$ cat config.mk
export PLATFORM = sky130hd
export DESIGN_NAME = seq_alu
export DESIGN_NICKNAME = d
export VERILOG_FILES = /design/src/rtl/seq_alu_pkg.sv /design/src/rtl/seq_alu_onecycle.sv /design/src/rtl/seq_alu.sv
export SDC_FILE = /design/constraint.sdc
export NUM_CORES = 1
export LEC_CHECK = 0
export BUFFER_PORTS_ARGS = -buffer_cell sky130_fd_sc_hd__buf_2
export CAP_MARGIN = 20
export CORE_AREA = 8 8 169 171
export DETAILED_ROUTE_END_ITERATION = 16
export DIE_AREA = 0 0 177 179
export PLACE_DENSITY_LB_ADDON = 0.1
export SETUP_SLACK_MARGIN = 0.2
export SYNTH_ARGS = -nofsm -noshare
export SYNTH_HDL_FRONTEND = slang
export SYNTH_SLANG_ARGS = --single-unit
export TNS_END_PERCENT = 10
$ cat constraint.sdc
create_clock -name clk -period 4 [get_ports clk]
set_input_delay 0.2 -clock clk [delete_from_list [all_inputs] [get_ports clk]]
set_output_delay 0.2 -clock clk [all_outputs]
set_load 0.05 [all_outputs]
$ cat src/rtl/seq_alu_pkg.sv
// seq_alu_pkg: ALU operation encodings (mirroring the shared core defines) and decode helpers
package seq_alu_pkg;

    localparam logic [3:0] ALU_ADD  = 4'b0000;
    localparam logic [3:0] ALU_SLL  = 4'b0001;
    localparam logic [3:0] ALU_SLT  = 4'b0010;
    localparam logic [3:0] ALU_SLTU = 4'b0011;
    localparam logic [3:0] ALU_XOR  = 4'b0100;
    localparam logic [3:0] ALU_SRL  = 4'b0101;
    localparam logic [3:0] ALU_OR   = 4'b0110;
    localparam logic [3:0] ALU_AND  = 4'b0111;
    localparam logic [3:0] ALU_SUB  = 4'b1000;
    localparam logic [3:0] ALU_SRA  = 4'b1101;

    function automatic logic is_shift(input logic [3:0] t);
        return (t == ALU_SLL) || (t == ALU_SRL) || (t == ALU_SRA);
    endfunction

endpackage

$ cat src/rtl/seq_alu_onecycle.sv
// alu_onecycle: combinational single-cycle ops; shifts pass op1 through for the zero-amount case
module alu_onecycle
    import seq_alu_pkg::*;
(
    input  logic [3:0]  alu_type,
    input  logic [31:0] op1,
    input  logic [31:0] op2,
    output logic [31:0] res
);

    always_comb begin
        res = (alu_type == ALU_ADD)  ? op1 + op2 :
              (alu_type == ALU_SUB)  ? op1 - op2 :
              (alu_type == ALU_SLT)  ? {31'b0, $signed(op1) < $signed(op2)} :
              (alu_type == ALU_SLTU) ? {31'b0, op1 < op2} :
              (alu_type == ALU_XOR)  ? op1 ^ op2 :
              (alu_type == ALU_OR)   ? op1 | op2 :
              (alu_type == ALU_AND)  ? op1 & op2 :
              is_shift(alu_type)     ? op1 : 32'b0;
    end

endmodule

$ cat src/rtl/seq_alu.sv
// seq_alu: multi-cycle ALU with valid/ready handshakes and an iterative SHIFT_STEP-bit shifter
module seq_alu
    import seq_alu_pkg::*;
#(
    parameter int SHIFT_STEP = 1
) (
    input  logic        clk,
    input  logic        rstn,
    input  logic        flush,
    input  logic        in_valid,
    output logic        in_ready,
    input  logic [3:0]  alu_type,
    input  logic [31:0] alu_op1,
    input  logic [31:0] alu_op2,
    output logic        out_valid,
    input  logic        out_ready,
    output logic [31:0] alu_res,
    output logic        zero
);

    typedef enum logic [1:0] {IDLE, SHIFT, DONE} state_t;

    if (!(SHIFT_STEP == 1 || SHIFT_STEP == 2 || SHIFT_STEP == 4 ||
          SHIFT_STEP == 8 || SHIFT_STEP == 16 || SHIFT_STEP == 32)) begin : g_bad_step
        $error("SHIFT_STEP must be a power of two between 1 and 32");
    end

    localparam logic [5:0] STEP = 6'(SHIFT_STEP);

    state_t      state, state_nxt;
    logic [31:0] work, shifted, one_res;
    logic [5:0]  cnt, step;
    logic [3:0]  sh_type;
    logic        accept, start_shift, last;

    alu_onecycle u_one (
        .alu_type(alu_type),
        .op1     (alu_op1),
        .op2     (alu_op2),
        .res     (one_res)
    );

    assign in_ready    = (state == IDLE);
    assign out_valid   = (state == DONE);
    assign accept      = in_valid && in_ready;
    assign start_shift = is_shift(alu_type) && (alu_op2[4:0] != 5'd0);
    assign step        = (cnt < STEP) ? cnt : STEP;
    assign last        = (cnt == step);

    // step never reaches 32 because the count starts at most at 31
    always_comb begin
        shifted = (sh_type == ALU_SLL) ? work << step :
                  (sh_type == ALU_SRA) ? 32'($signed(work) >>> step) : work >> step;
    end

    always_comb begin
        state_nxt = state;
        if (flush)
            state_nxt = IDLE;
        else if (accept)
            state_nxt = start_shift ? SHIFT : DONE;
        else if (state == SHIFT && last)
            state_nxt = DONE;
        else if (state == DONE && out_ready)
            state_nxt = IDLE;
    end

    always_ff @(posedge clk or negedge rstn) begin
        if (!rstn)
            state <= IDLE;
        else
            state <= state_nxt;
    end

    always_ff @(posedge clk or negedge rstn) begin
        if (!rstn) begin
            alu_res <= '0;
            zero    <= 1'b0;
            work    <= '0;
            cnt     <= '0;
            sh_type <= '0;
        end else if (flush) begin
            cnt <= '0;
        end else if (accept) begin
            if (start_shift) begin
                work    <= alu_op1;
                cnt     <= {1'b0, alu_op2[4:0]};
                sh_type <= alu_type;
            end else begin
                alu_res <= one_res;
                zero    <= (one_res == 32'b0);
            end
        end else if (state == SHIFT) begin
            work <= shifted;
            cnt  <= cnt - step;
            if (last) begin
                alu_res <= shifted;
                zero    <= (shifted == 32'b0);
            end
        end
    end

endmodule

==> qor.csv <==
metric,value,unit
clockRootBuffer,clkbuf_16,
critPathLaunchType,input pin,
setup_violations,0,
via_per_inst,6.10,
ir_drop,0.410,mV
status,finished clean,
slowest_stage,a211oi_1,
grt_overflow,0,
grt_max_degree,88,
synth_edf_count,0,
antenna_found_initial,0,
globalplace.congestion,0.983,
period_share,90.5,%
finalClockSkew,0.0129,ns
grt_pass1_wl,67800,um
cts_buffers,9,
nets,1797,
die_x,177,um
die_h,179,um
layout_min_cycle_time,3.62,ns
cp_cell_sequence,"buf_2, ha_1, fa_1, a211o_1, and2_1, or2_2, a21o_1, nor3b_1, a211oi_1, nand4_1, a2111oi_0, and4bb_1, and4_1, a31o_1",
clk_pin_slew_worst_paths,0.07,ns
synth_top_cell_by_area,dfrtp_1,
antennaDiodeCount,0,
final_hold_viol_count,0,
cts.path.max_buffers,2,
cp.required,4.27,ns
fin_util,46.7,%
slowest_delay,0.52,ns
power.density,466,nW/um^2
placementRows,59,
num_vias,11979,
hp-class,in -> reg,
r2r_slack,0.46,ns
core,25800,sq um
dp_hpwl,35100,um
drv_cap,0,
postSynthCellCount,1488,
ant_nets,0,
netlist_area,10200,sq um
yosysWarnings,0,
htree_levels,3,
remaining_drc_errors,0,
synth.distinct_cells,84,
p_leak,5.55,nW
placedCellCount,1946,
fin_setup_tns,0,ns
cp-end-kind,register,
whs,0.138,ns
ios,108,
maxSlewViolCount,0,
initial_core_util,39.5,%
wirelength,44500,um
area_growth,18.3,%
cts_sinks,77,
avgSynthCellArea,6.84,sq um
worst_slew_pin_slew,1.03,ns
relSlewSlack,31.2,%
fp.dieArea,31700,sq um
initialDrtViolationCount,1436,
port_buffers,107,
stdcell_count,1964,
path_class,in -> reg,
cp_max_fo,4,
ys_top_cells_by_area,"dfrtp_1 (19%), ha_1 (12%), a21oi_1 (7.9%)",
synth_flop_cell,dfrtp_1,
cts_tree,yes,
final_cell_mix,"nand2_1 (202), a21oi_1 (160), nor2_1 (143), o21ai_0 (133), buf_4 (115)",
synthArstFlopShare,100,%
final_common_cell,nand2_1,
arrival,3.89,ns
clock.fmax,276,MHz
grt_pass1_vias,11274,
clk_latency,0.34,ns
post-place-ws,0.0144,ns
rsz0062_at_grt,no,
firstDrtPassIters,8,
fin_ws,0.380,ns
synth-seq-cells,77,
wl_per_cell,22.6,um
fillCellCount,2737,
synth_nets,1661,
seq_area_frac_synth,18.9,%
postCtsSetupBuffers,0,
grt_usage,27.5,%
drive_above_1_share,16.7,%
synth_top_area_share,18.9,%
## state kept, by name, indices dropped and copies added, names as in the netlist
| register | cells |
|---|---|
| cnt | 6 |
| zero | 1 |
| sh_type | 4 |
| work | 32 |
| state | 2 |
| alu_res | 32 |
## kinds of logic after synthesis
kind of cell | synth area share, %
AO/OA/AOI/OAI | 34.2
AND/OR/NAND/NOR | 24.1
buffers and inverters | 7.73
adder cells (fa/ha/maj) | 12.4
flip-flops | 18.9
multiplexers | 1.44
XOR/XNOR | 1.12
## repair_timing
item / 4_1_cts / 5_1_grt
endpoints found under the hold margin: 0 / 28
gates resized for setup: 0 / 4
setup endpoints to repair: 0 / 1
hold buffers: 0 / 1
## worst paths after layout
| path | to | depth (start not counted) | startpoint |
|---|---|---|---|
| setup / recovery | zero | 14 | alu_op1[0] |
| hold / removal | state[1] | 4 | out_ready |
| setup reg to reg | zero | 14 | cnt[2] |
| hold reg to reg | alu_res[18] | 2 | alu_res[18] |
| max in group asynchronous | alu_res[7] | 3 | rstn |
| min in group asynchronous | alu_res[22] | 2 | rstn |
## critical path: cells and delay by family
kind                       cells  cell delay [ns]
AOI/OAI and AO/OA              5             1.52
adders and majority gates      2             0.68
buffers and inverters          1             0.14
and+or+nand+nor                6             1.35
## cell usage after synthesis, types with 11 or more instances
cell,number
nand4_1,11
a21oi_1,160
nor2b_1,19
nor2_1,144
dfrtp_1,77
inv_1,97
nand3_1,38
nand2_1,202
a211oi_1,18
nand2b_1,16
nor4_1,15
o22ai_1,22
o211ai_1,20
nor3_1,38
o31ai_1,19
buf_2,19
a31oi_1,28
a21o_1,17
ha_1,98
clkbuf_1,75
o21ai_0,133
xnor2_1,12
and2_1,12
## where the power goes
| group | switching [mW] | internal (mW) | leakage [nW] | total [mW] |
|---|---|---|---|---|
| Combinational | 2.27 | 1.04 | 4.41 | 3.31 |
| Sequential | 0.280 | 1.11 | 0.976 | 1.39 |
| Clock | 0.339 | 0.582 | 0.162 | 0.921 |
## stage by stage
| step | power, mW | area, sq um |
|---|---|---|
| floorplan | 3.59 | 10200 |
| global placement | 4.65 | 11600 |
| detailed placement | 4.65 | 11600 |
| CTS | 5.59 | 12000 |
| global route | 6.02 | 12000 |
| finish | 5.61 | 12000 |
## layout make-up
type                    instances  area [sq um]  area share [%]
clock buffers                  11           253            2.10
well taps                     335           419            3.48
inverters                      98           368            3.06
multi-input cells            1212          7500            62.3
flip-flops and latches         77          1930            16.0
clock inverters                 5          81.3           0.676
repair buffers                226          1490            12.4
## per-layer routing
layer	global-route usage [%]	part of all wire, %
met4	8.02	2.7
met2	42.4	44
met3	2.95	8.5
met1	39.6	45
met5	0	0
Note: power is estimated with default switching activity, not from simulation.
